$ cat src/rtl/alu_pkg.sv
// Shared ALU definitions: opcode encodings and the sequencer state encoding.
package alu_pkg;

    localparam int unsigned OP_W = 4;

    localparam logic [OP_W-1:0] OP_AND = 4'b0000;
    localparam logic [OP_W-1:0] OP_OR  = 4'b0001;
    localparam logic [OP_W-1:0] OP_ADD = 4'b0010;
    localparam logic [OP_W-1:0] OP_SUB = 4'b0110;
    localparam logic [OP_W-1:0] OP_NOR = 4'b1100;
    localparam logic [OP_W-1:0] OP_MUL = 4'b1000;

    typedef enum logic [1:0] {
        S_IDLE = 2'd0,
        S_MUL  = 2'd1,
        S_DONE = 2'd2
    } state_t;

    // MUL is the only opcode that leaves the single-cycle path.
    function automatic logic is_mul(input logic [OP_W-1:0] op);
        return op == OP_MUL;
    endfunction

endpackage

$ cat src/rtl/alu_comb_param.sv
// Single-cycle ALU datapath (AND/OR/ADD/SUB/NOR); illegal opcodes yield zero.
// With ALU_FLAGS_EN defined it also produces raw carry/overflow for ADD/SUB.
module alu_comb_param
    import alu_pkg::*;
#(
    parameter int unsigned WIDTH = 64
) (
    input  logic [WIDTH-1:0] a,
    input  logic [WIDTH-1:0] b,
    input  logic [OP_W-1:0]  op,
    output logic [WIDTH-1:0] result
`ifdef ALU_FLAGS_EN
    ,
    output logic             carry,
    output logic             overflow
`endif
);

    logic             is_sub;
    logic [WIDTH-1:0] b_eff;
    logic [WIDTH-1:0] sum;

    // Subtraction shares the adder as a + ~b + 1.
    assign is_sub = (op == OP_SUB);
    assign b_eff  = is_sub ? ~b : b;

`ifdef ALU_FLAGS_EN
    logic             is_arith;
    logic [WIDTH:0]   sum_w;

    assign is_arith = (op == OP_ADD) || is_sub;
    assign sum_w    = {1'b0, a} + {1'b0, b_eff} + {{WIDTH{1'b0}}, is_sub};
    assign sum      = sum_w[WIDTH-1:0];
    assign carry    = is_arith & sum_w[WIDTH];
    assign overflow = is_arith & (a[WIDTH-1] == b_eff[WIDTH-1]) & (sum[WIDTH-1] != a[WIDTH-1]);
`else
    assign sum = a + b_eff + {{(WIDTH-1){1'b0}}, is_sub};
`endif

    always_comb begin
        result = '0;
        case (op)
            OP_AND:         result = a & b;
            OP_OR:          result = a | b;
            OP_ADD, OP_SUB: result = sum;
            OP_NOR:         result = ~(a | b);
            default:        result = '0;
        endcase
    end

endmodule

$ cat src/rtl/alu_seq_param.sv
// Handshaked ALU: single-cycle ops via alu_comb_param, shift-add MUL over WIDTH cycles.
// Define ALU_FLAGS_EN to add registered Carry/Overflow/Negative outputs.
module alu_seq_param
    import alu_pkg::*;
#(
    parameter int unsigned WIDTH = 64
) (
    input  logic             clk,
    input  logic             reset_n,
    input  logic             in_valid,
    output logic             in_ready,
    input  logic [WIDTH-1:0] a,
    input  logic [WIDTH-1:0] b,
    input  logic [OP_W-1:0]  ALUOp,
    output logic             out_valid,
    input  logic             out_ready,
    output logic [WIDTH-1:0] Result,
    output logic             Zero
`ifdef ALU_FLAGS_EN
    ,
    output logic             Carry,
    output logic             Overflow,
    output logic             Negative
`endif
);

    localparam int unsigned CNT_W = $clog2(WIDTH) + 1;

    state_t           state, state_n;
    logic             out_valid_n;
    logic [WIDTH-1:0] result_n;
    logic             zero_n;
    logic [WIDTH-1:0] acc, acc_n;
    logic [WIDTH-1:0] ma, ma_n;
    logic [WIDTH-1:0] mb, mb_n;
    logic [CNT_W-1:0] cnt, cnt_n;
    logic [WIDTH-1:0] mul_sum;
    logic [WIDTH-1:0] comb_result;
    logic             accept;

`ifdef ALU_FLAGS_EN
    logic             comb_carry;
    logic             comb_overflow;
    logic             carry_n;
    logic             overflow_n;
    logic             negative_n;
`endif

    alu_comb_param #(
        .WIDTH (WIDTH)
    ) u_comb (
        .a        (a),
        .b        (b),
        .op       (ALUOp),
        .result   (comb_result)
`ifdef ALU_FLAGS_EN
        ,
        .carry    (comb_carry),
        .overflow (comb_overflow)
`endif
    );

    // Next-state, handshake and datapath update.
    always_comb begin
        state_n     = state;
        out_valid_n = out_valid;
        result_n    = Result;
        zero_n      = Zero;
        acc_n       = acc;
        ma_n        = ma;
        mb_n        = mb;
        cnt_n       = cnt;
        in_ready    = 1'b0;
        accept      = 1'b0;
        mul_sum     = acc + (mb[0] ? ma : '0);
`ifdef ALU_FLAGS_EN
        carry_n     = Carry;
        overflow_n  = Overflow;
        negative_n  = Negative;
`endif

        case (state)
            S_IDLE: begin
                in_ready = 1'b1;
            end
            S_MUL: begin
                acc_n = mul_sum;
                ma_n  = ma << 1;
                mb_n  = mb >> 1;
                cnt_n = cnt + CNT_W'(1);
                // Last step: publish the accumulator including this step's addend.
                if (cnt == CNT_W'(WIDTH - 1)) begin
                    state_n     = S_DONE;
                    out_valid_n = 1'b1;
                    result_n    = mul_sum;
                    zero_n      = (mul_sum == '0);
`ifdef ALU_FLAGS_EN
                    carry_n     = 1'b0;
                    overflow_n  = 1'b0;
                    negative_n  = mul_sum[WIDTH-1];
`endif
                end
            end
            S_DONE: begin
                in_ready = out_ready;
                if (out_ready) begin
                    state_n     = S_IDLE;
                    out_valid_n = 1'b0;
                end
            end
            default: begin
                state_n     = S_IDLE;
                out_valid_n = 1'b0;
            end
        endcase

        // A new accept overrides the consume path above.
        accept = in_valid && in_ready;
        if (accept) begin
            if (is_mul(ALUOp)) begin
                state_n     = S_MUL;
                out_valid_n = 1'b0;
                acc_n       = '0;
                ma_n        = a;
                mb_n        = b;
                cnt_n       = '0;
            end else begin
                state_n     = S_DONE;
                out_valid_n = 1'b1;
                result_n    = comb_result;
                zero_n      = (comb_result == '0);
`ifdef ALU_FLAGS_EN
                carry_n     = comb_carry;
                overflow_n  = comb_overflow;
                negative_n  = comb_result[WIDTH-1];
`endif
            end
        end
    end

    always_ff @(posedge clk or negedge reset_n) begin
        if (!reset_n) begin
            state     <= S_IDLE;
            out_valid <= 1'b0;
            Result    <= '0;
            Zero      <= 1'b0;
            acc       <= '0;
            ma        <= '0;
            mb        <= '0;
            cnt       <= '0;
`ifdef ALU_FLAGS_EN
            Carry     <= 1'b0;
            Overflow  <= 1'b0;
            Negative  <= 1'b0;
`endif
        end else begin
            state     <= state_n;
            out_valid <= out_valid_n;
            Result    <= result_n;
            Zero      <= zero_n;
            acc       <= acc_n;
            ma        <= ma_n;
            mb        <= mb_n;
            cnt       <= cnt_n;
`ifdef ALU_FLAGS_EN
            Carry     <= carry_n;
            Overflow  <= overflow_n;
            Negative  <= negative_n;
`endif
        end
    end

endmodule

$ cat config.mk
export PLATFORM = sky130hd
export DESIGN_NAME = alu_seq_param
export DESIGN_NICKNAME = d
export VERILOG_FILES = /design/src/rtl/alu_pkg.sv /design/src/rtl/alu_comb_param.sv /design/src/rtl/alu_seq_param.sv
export SDC_FILE = /design/constraint.sdc
export NUM_CORES = 1
export LEC_CHECK = 0
export ABC_AREA = 1
export CORE_MARGIN = 2
export CORE_UTILIZATION = 60
export DETAILED_ROUTE_END_ITERATION = 8
export MAX_ROUTING_LAYER = met4
export PLACE_DENSITY = 0.91
export SYNTH_ARGS = -nofsm -noshare
export SYNTH_HDL_FRONTEND = slang
export SYNTH_SLANG_ARGS = --single-unit
$ cat constraint.sdc
create_clock -name clk -period 3.4 [get_ports clk]
set_clock_uncertainty 0.15 [all_clocks]
set_input_delay 0.34 -clock clk [delete_from_list [all_inputs] [get_ports clk]]
set_output_delay 0.34 -clock clk [all_outputs]
set_load 0.05 [all_outputs]
==> run_results.csv, run 1 <==
group,metric,value,unit
global_routing,grt.total_usage,78.86,%
clock_network,h-tree-depth,1,
floorplanning,rows,76,
synth,netlist_area,26380,um^2
clock_network,cts_buffers,29,
synth,yosysWarnings,0,
synth,synth-main-ff-cell,"dfrtp_1",
clock_network,clockBufferDepth,3,
placement,gp_congestion,1.228,
global_routing,grt_overflow,168,
outcome,stop_error,"[ERROR GRT-0116] Global routing finished with congestion. Check the congestion regions in the DRC Viewer.",
placement,dpl.hpwl,88820,um
floorplanning,start_util,60.97,%
global_routing,grt_pass1_wl,263100,um
floorplanning,io_pins,203,
synth,synth_nets,4709,
clock_network,cts-root-buf,"clkbuf_16",
placement,io_buffers,202,
placement,placed_cells,5726,
clock_network,clock-sinks,266,
floorplanning,die_h,213.7,um
synth,async_reset_ff_share,100.0,%
synth,yosys_register_bits,266,
outcome,lastStage,"5_1_grt",
synth,syn_inst,4429,
synth,ys_types,51,
global_routing,grt_max_degree,211,
synth,ys_seq_area_share,25.23,%
global_routing,grt_pass1_vias,44860,
outcome,run_status,"stopped before the end",
synth,syn_avg_cell_area,5.956,um^2
floorplanning,die_w,213.7,um
synth,synth-edff-count,0,
## cell families after synthesis
group,share of synthesized area [%]
and+or+nand+nor,36.64
muxes,0.03794
buffers and inverters,12.03
AOI/OAI and AO/OA,16.24
adders and majority gates,6.887
DFF,25.23
xor gates and xnor gates,2.922
## metal layers
metal  global-route usage [%]  GRT overflow
met3                    67.60            18
met1                    78.15             3
met5                        -             -
met2                    90.24            88
met4                    74.74            59
## Yosys cell counts, types with 21 or more instances
library cell / n / area (um^2)
nand2_1: 1404 / 5270
nand3_1: 281 / 1406
o311a_1: 25 / 250.2
ha_1: 142 / 1777
a21oi_1: 222 / 1111
clkbuf_1: 105 / 394.1
nand3b_1: 36 / 270.3
buf_1: 25 / 93.84
xor2_1: 59 / 516.8
o21bai_1: 21 / 157.7
inv_1: 691 / 2594
o211ai_1: 62 / 465.5
a31oi_1: 96 / 600.6
nor3_1: 47 / 235.2
nor2_1: 488 / 1832
nand4_1: 49 / 306.5
o21ai_1: 22 / 110.1
xnor2_1: 29 / 254.0
dfrtp_1: 266 / 6656
o21ai_0: 230 / 1151
## through the flow
stage | utilization [%] | area [um^2] | setup slack (ns) | hold slack (ns) | TNS [ns]
floorplan | - | 26380 | 0.1222 | -0.1056 | 0
global placement | 77.87 | 33690 | -0.7753 | 0.1765 | -15.03
detailed placement | 77.87 | 33690 | -0.8571 | 0.1772 | -23.41
CTS | 82.43 | 35670 | -0.1285 | 0.1554 | -0.2091
## what timing repair did
action                                  4_1_cts
hold buffers                                  1
buffers inserted                             14
pin swaps                                    33
hold endpoints to repair                     62
cloned                                        1
endpoints found under the setup margin       41
resized for setup                           207
==> run 2: changes to the inputs <==
--- a/config.mk
+++ b/config.mk
@@ -7,10 +7,9 @@
 export LEC_CHECK = 0
 export ABC_AREA = 1
 export CORE_MARGIN = 2
-export CORE_UTILIZATION = 60
+export CORE_UTILIZATION = 40
 export DETAILED_ROUTE_END_ITERATION = 8
-export MAX_ROUTING_LAYER = met4
-export PLACE_DENSITY = 0.91
+export PLACE_DENSITY_LB_ADDON = 0.15
 export SYNTH_ARGS = -nofsm -noshare
 export SYNTH_HDL_FRONTEND = slang
 export SYNTH_SLANG_ARGS = --single-unit
==> run_results.csv, run 2 <==
group,metric,value,unit
routing,met3_length,8087,um
timing,period_share,104.2,%
worst_setup_path,r2r-end,"Zero$_DFF_PN0_",
finish,final_common_cell,"nand2_1",
timing,rsz0062_at_grt,"yes",
routing,routed.top_layer,"met4",
global_routing,grt.total_usage,34.50,%
placement,placed_cells,6263,
synth,syn_inst,4429,
floorplanning,die_h,260.8,um
synth,netlist_area,26380,um^2
finish,finalNonFillerCells,6350,
timing,finalMaxSlewViolations,0,
worst_setup_path,crit_slowest_cell,"dfrtp_2",
synth,synthTopCellsByArea,"dfrtp_1 (25%), nand2_1 (20%), inv_1 (9.8%), nor2_1 (6.9%), ha_1 (6.7%)",
floorplanning,io_pins,203,
finish,syn_to_final_growth,49.10,%
finish,drive_above_1_share,26.13,%
worst_hold_path,hold_class,"in2async",
clock_network,h-tree-depth,1,
placement,dpl-instance-area,36060,um^2
synth,yosysWarnings,0,
clock_network,clk_pin_slew,0.06,ns
synth,synth-main-ff-cell,"dfrtp_1",
routing,via_per_inst,5.175,
worst_setup_path,path_cells,"buf_12 -> buf_12 -> nand2_1 -> inv_1 -> ha_4 -> buf_4 -> nand2_2 -> inv_1 -> nand2_1 -> nand2_1 -> inv_1 -> nand2_1 -> nand2_1 -> nand2_1 -> nand3b_1 -> xnor2_2 -> nand2_1 -> nor2_2 -> nand3_2 -> nor2_4 -> nand4_1 -> nand2_1 -> nand2_2 -> nand2_1",
flow_run,drv_cap,0,
global_routing,grt_pass1_vias,30640,
outcome,run_status,"finished, violations left",
worst_setup_path,critPathKind,"reg2reg",
routing,met1Wirelength,56560,um
synth,synth_top_area_share,25.23,%
pwr,vdd_drop_max,437.7,uV
worst_setup_path,r2r_slack,-0.14,ns
routing,dr_total_vias,32860,
clock_network,tritoncts,"built",
synth,ys_seq_area_share,25.23,%
worst_setup_path,required,3.79,ns
floorplanning,rows,94,
worst_setup_path,path_common_cell,"nand2_1",
finish,fin_nets,5741,
global_routing,grt_pass1_wl,178700,um
pwr,swShare,46.19,%
timing,fmax,282.2,MHz
routing,wl,120800,um
placement,gp_congestion,1.015,
synth,yosysMostFrequentCell,"nand2_1",
timing,finalWorstSetupSlack,-0.1431,ns
placement,io_buffers,202,
placement,dpl.hpwl,97360,um
synth,syn_avg_cell_area,5.956,um^2
floorplanning,coreArea,65510,um^2
timing,whs,0.1464,ns
routing,firstDrtPassIters,5,
clock_network,cts_buffers,31,
finish,final_util,60.04,%
routing,drtIter0Drc,2965,
timing,worst_slew_pin_slew,0.9858,ns
routing,drc_errors,0,
finish,num-fill-cells,6428,
worst_setup_path,arrival,3.93,ns
pwr,p_clk_share,12.7,%
global_routing,grt_overflow,0,
synth,ys_top_cells_by_count,"nand2_1 (1,404), inv_1 (691), nor2_1 (488), nand3_1 (281), dfrtp_1 (266)",
routing,wl_per_cell,19.02,um
pwr,seq_power_share,20.7,%
global_routing,grt_antenna_before_repair,0,
synth,async_reset_ff_share,100.0,%
pwr,comb_power_share,66.6,%
routing,postRouteAntennaNets,0,
finish,final_area,39330,um^2
worst_setup_path,endpoint_kind,"flop",
timing,hold_viol_final,0,
synth,synth_nets,4709,
floorplanning,die_area,68020,um^2
global_routing,grt_max_degree,205,
synth,synth-edff-count,0,
worst_setup_path,r2r-start,"mb[0]$_DFF_PN0_",
timing,period_needed,3.543,ns
synth,ys_types,51,
worst_setup_path,max_stage_delay,0.43,ns
clock_network,clockBufferDepth,3,
worst_setup_path,critical_path.max_fanout,19,
timing,tns,-0.1431,ns
outcome,violations,"negative setup slack",
timing,maxSlewHeadroom,34.28,%
clock_network,cts-root-buf,"clkbuf_16",
pwr,p_int,14.87,mW
timing,setup_viol,1,
placement,preCtsSetupSlack,-0.9366,ns
worst_setup_path,startpoint_type,"flop",
floorplanning,start_util,40.27,%
pwr,totalPowerFinal,27.63,mW
finish,layout_common_cells,"nand2_1 (1,293), buf_4 (912), inv_1 (676)",
worst_setup_path,r2r_cells,24,
pwr,power_switching,12.76,mW
routing,met2WireLength,52750,um
floorplanning,die_w,260.8,um
pwr,p_leak,20.49,nW
pwr,pwr_density_cell,702.4,nW/um^2
clock_network,clock-sinks,266,
synth,yosys_register_bits,266,
clock_network,clock_latency,0.61,ns
synth,yosysTopAreaCell,"dfrtp_1",
## run 2: cell counts after synthesis
Identical to the previous run, type by type.
## run 2: power groups by stage
stage / Combinational [mW] / Clock (mW) / Sequential (mW)
finish: 18.4 / 3.51 / 5.73
floorplan: 7.53 / 0 / 6.23
CTS: 17.1 / 3.57 / 5.66
global placement: 15.8 / 0 / 5.58
global route: 20.0 / 3.68 / 5.88
detailed placement: 15.9 / 0 / 5.59
## run 2: cell type report
type	instances	area [um^2]	share of cell area, %
multi-input combinational	3322	18490	47.00
timing repair buffer	1141	9410	23.92
sequential	266	6658	16.93
inverter	699	2636	6.702
tap	864	1081	2.748
clock buffer	43	890.9	2.265
clock inverter	14	168.9	0.4294
antenna	1	2.502	0.006362
## run 2: per-layer routing
layer / track usage (%) / up-vias
li1: - / 16280
met1: 50.82 / 15280
met2: 53.80 / 1144
met3: 3.089 / 158
met4: 9.190 / 0
met5: 0 / -
## run 2: repair_timing
action	in CTS	in global routing
endpoints found under the setup margin	38	54
pin swaps	32	58
hold endpoints to repair	67	0
resized for setup	218	277
hold buffers	1	0
buffers inserted	7	19
cloned	0	2
## run 2: how the worst max path moves through the flow
stage / startpoint / to / slack, ns
2_1_floorplan: ALUOp[3] / Zero$_DFF_PN0_ / 0.12
3_3_place_gp: ALUOp[1] / Zero$_DFF_PN0_ / -0.98
3_5_place_dp: ALUOp[1] / Zero$_DFF_PN0_ / -0.94
4_1_cts: mb[0]$_DFF_PN0_ / Zero$_DFF_PN0_ / -0.1
5_1_grt: mb[0]$_DFF_PN0_ / Zero$_DFF_PN0_ / -0.38
6_report: mb[0]$_DFF_PN0_ / Zero$_DFF_PN0_ / -0.14
## run 2: worst max-delay path: cells and delay by family (launching register included)
family / cells / cell delay [ns]
and+or+nand+nor: 16 / 1.75
buffers and inverters: 6 / 0.64
DFF: 1 / 0.43
adders and majority gates: 1 / 0.24
xor gates and xnor gates: 1 / 0.23
## run 2: cell families (layout without fill, tap and decap cells)
logic type,count (synthesis),count (layout),share of synthesized area [%]
mux,1,1,0.03794
buf+inv,841,1897,12.03
simple gates,2352,2352,36.64
compound gates,737,737,16.24
xor+xnor,88,88,2.922
flops,266,266,25.23
other cells,0,1,0
fa+ha+maj,144,144,6.887
(Power assumes the default switching activity.)
==> run 3: changes to the inputs <==
--- a/config.mk
+++ b/config.mk
@@ -6,8 +6,9 @@
 export NUM_CORES = 1
 export LEC_CHECK = 0
 export ABC_AREA = 1
+export CORE_ASPECT_RATIO = 0.9
 export CORE_MARGIN = 2
-export CORE_UTILIZATION = 40
+export CORE_UTILIZATION = 55
 export DETAILED_ROUTE_END_ITERATION = 8
 export PLACE_DENSITY_LB_ADDON = 0.15
 export SYNTH_ARGS = -nofsm -noshare
==> run_results.csv, run 3 (same netlist as run 2, synthesis figures left out) <==
group,metric,value,unit
outcome,run_status,"finished, violations left",
outcome,violations,"negative setup slack",
placement,dpl.hpwl,92550,um
worst_setup_path,cp_top_family,"simple AND/OR/NAND/NOR gates",
timing,setup_viol,1,
timing,worst_slew_pin_slew,0.9602,ns
pwr,p_int,13.58,mW
pwr,p_leak,19.63,nW
floorplanning,die_area,49740,um^2
finish,final_common_cell,"nand2_1",
worst_setup_path,arrival,3.97,ns
floorplanning,io_pins,203,
clock_network,clockBufferDepth,3,
routing,drc_errors,0,
worst_hold_path,hold_depth,2,
clock_network,cts_buffers,29,
pwr,vdd_drop_max,495.4,uV
finish,fin_nets,5600,
pwr,pwr_density_cell,698.2,nW/um^2
global_routing,grt_antenna_before_repair,4,
worst_setup_path,cp_num_buf_inv,4,
routing,postRouteAntennaNets,0,
global_routing,grt_pass1_vias,31440,
worst_hold_path,hold_class,"in2reg",
finish,finalNonFillerCells,5967,
global_routing,grt_overflow,0,
floorplanning,die_w,234.9,um
timing,finalWorstSetupSlack,-0.1688,ns
finish,syn_to_final_growth,39.92,%
finish,num-fill-cells,3700,
placement,preCtsSetupSlack,-0.7573,ns
timing,hold_viol_final,0,
pwr,comb_power_share,65.1,%
timing,maxSlewHeadroom,35.99,%
routing,via_per_inst,5.718,
timing,period_needed,3.569,ns
clock_network,clock_latency,0.61,ns
worst_setup_path,critPathKind,"reg2reg",
routing,dr_total_vias,34120,
clock_network,clock-sinks,266,
finish,layout_common_cells,"nand2_1 (1,349), buf_4 (786), inv_1 (686)",
floorplanning,start_util,55.37,%
timing,fmax,280.2,MHz
worst_setup_path,crit_slowest_cell,"dfrtp_2",
floorplanning,rows,76,
routing,firstDrtPassIters,8,
worst_setup_path,endpoint_kind,"flop",
placement,io_buffers,202,
clock_network,cts-root-buf,"clkbuf_16",
pwr,power_switching,12.19,mW
pwr,seq_power_share,22.2,%
worst_setup_path,critical_path.max_fanout,5,
worst_setup_path,cp.depth,24,
worst_setup_path,path_common_cell,"nand2_1",
floorplanning,coreArea,47640,um^2
pwr,p_clk_share,12.7,%
routing,drtIter0Drc,4440,
timing,rsz0062_at_grt,"yes",
worst_setup_path,startpoint_type,"flop",
routing,wl,115800,um
worst_setup_path,required,3.80,ns
pwr,swShare,47.29,%
worst_setup_path,max_stage_delay,0.44,ns
clock_network,tritoncts,"built",
worst_setup_path,path_cells,"buf_4 -> nand2_1 -> inv_1 -> ha_1 -> buf_4 -> nand2_1 -> inv_1 -> nand2_2 -> nand2_1 -> nand2_1 -> nand3_1 -> nand2_2 -> nand2_2 -> nand2_1 -> nand2_2 -> xor2_1 -> nand3_1 -> nor2_2 -> nand3_2 -> nor2_4 -> nand4_1 -> nand2_1 -> nand2_1 -> nand2_1",
timing,finalMaxSlewViolations,0,
flow_run,drv_cap,0,
timing,period_share,105.0,%
routing,wl_per_cell,19.40,um
worst_setup_path,r2r_cells,24,
finish,drive_above_1_share,21.77,%
floorplanning,die_h,211.8,um
global_routing,grt_max_degree,186,
placement,placed_cells,5893,
clock_network,h-tree-depth,1,
global_routing,grt.total_usage,44.50,%
placement,gp_congestion,1.089,
global_routing,grt_pass1_wl,172500,um
clock_network,clk_pin_slew,0.06,ns
-- run 3: final timing paths --
kind / startpoint / end / slack, ns
min reg2reg: mb[57]$_DFF_PN0_ / mb[56]$_DFF_PN0_ / 0.39
max reg2reg: mb[0]$_DFF_PN0_ / Zero$_DFF_PN0_ / -0.17
min in group asynchronous: reset_n / Result[1]$_DFF_PN0_ / 0.21
max in group asynchronous: reset_n / acc[5]$_DFF_PN0_ / 2.02
max: mb[0]$_DFF_PN0_ / Zero$_DFF_PN0_ / -0.17
min: out_ready / out_valid$_DFFE_PN0P_ / 0.19
-- run 3: area by class of cell --
class	count	area, um^2	area share [%]
Timing Repair Buffer	1002	8193	22.20
Antenna cell	1	2.502	0.006779
Inverter	699	2636	7.142
Tap cell	624	780.7	2.115
Multi-Input combinational cell	3322	17660	47.86
Clock buffer	41	830.8	2.251
Sequential cell	266	6658	18.04
Clock inverter	12	146.4	0.3966
-- run 3: power by group through the flow --
stage                     sequential, mW  combinational, mW  clock, mW
after floorplan                     6.23               7.53          0
after global placement              5.57               14.9          0
after detailed placement            5.61               15.2          0
after CTS                           5.61               15.6       3.29
after global routing                5.83               18.1       3.39
final                               5.73               16.8       3.27
-- run 3: stage by stage --
stage	total power [mW]	TNS (ns)	utilization [%]	instance area (um^2)	hold slack (ns)
after floorplan	13.76	0	-	26380	-0.1056
after global placement	20.44	-14.65	72.79	34680	0.2477
after detailed placement	20.77	-16.89	72.79	34680	0.2514
after CTS	24.50	-0.03766	75.46	35950	0.1781
after global routing	27.35	-1.864	77.48	36910	0.1885
final	25.77	-0.1688	77.48	36910	0.1861
-- run 3: routing by layer --
metal	GRT usage (%)	wire, um
met5	0	13
met4	17.72	5685
met3	11.46	15030
met2	67.75	48880
met1	60.40	46140
-- run 3: timing repair --
item | 4_1_cts | 5_1_grt
cloned | 0 | 0
endpoints found under the setup margin | 20 | 43
resized for setup | 67 | 246
hold buffers | 1 | 0
pin swaps | 11 | 27
hold endpoints to repair | 83 | 0
buffers inserted | 4 | 15
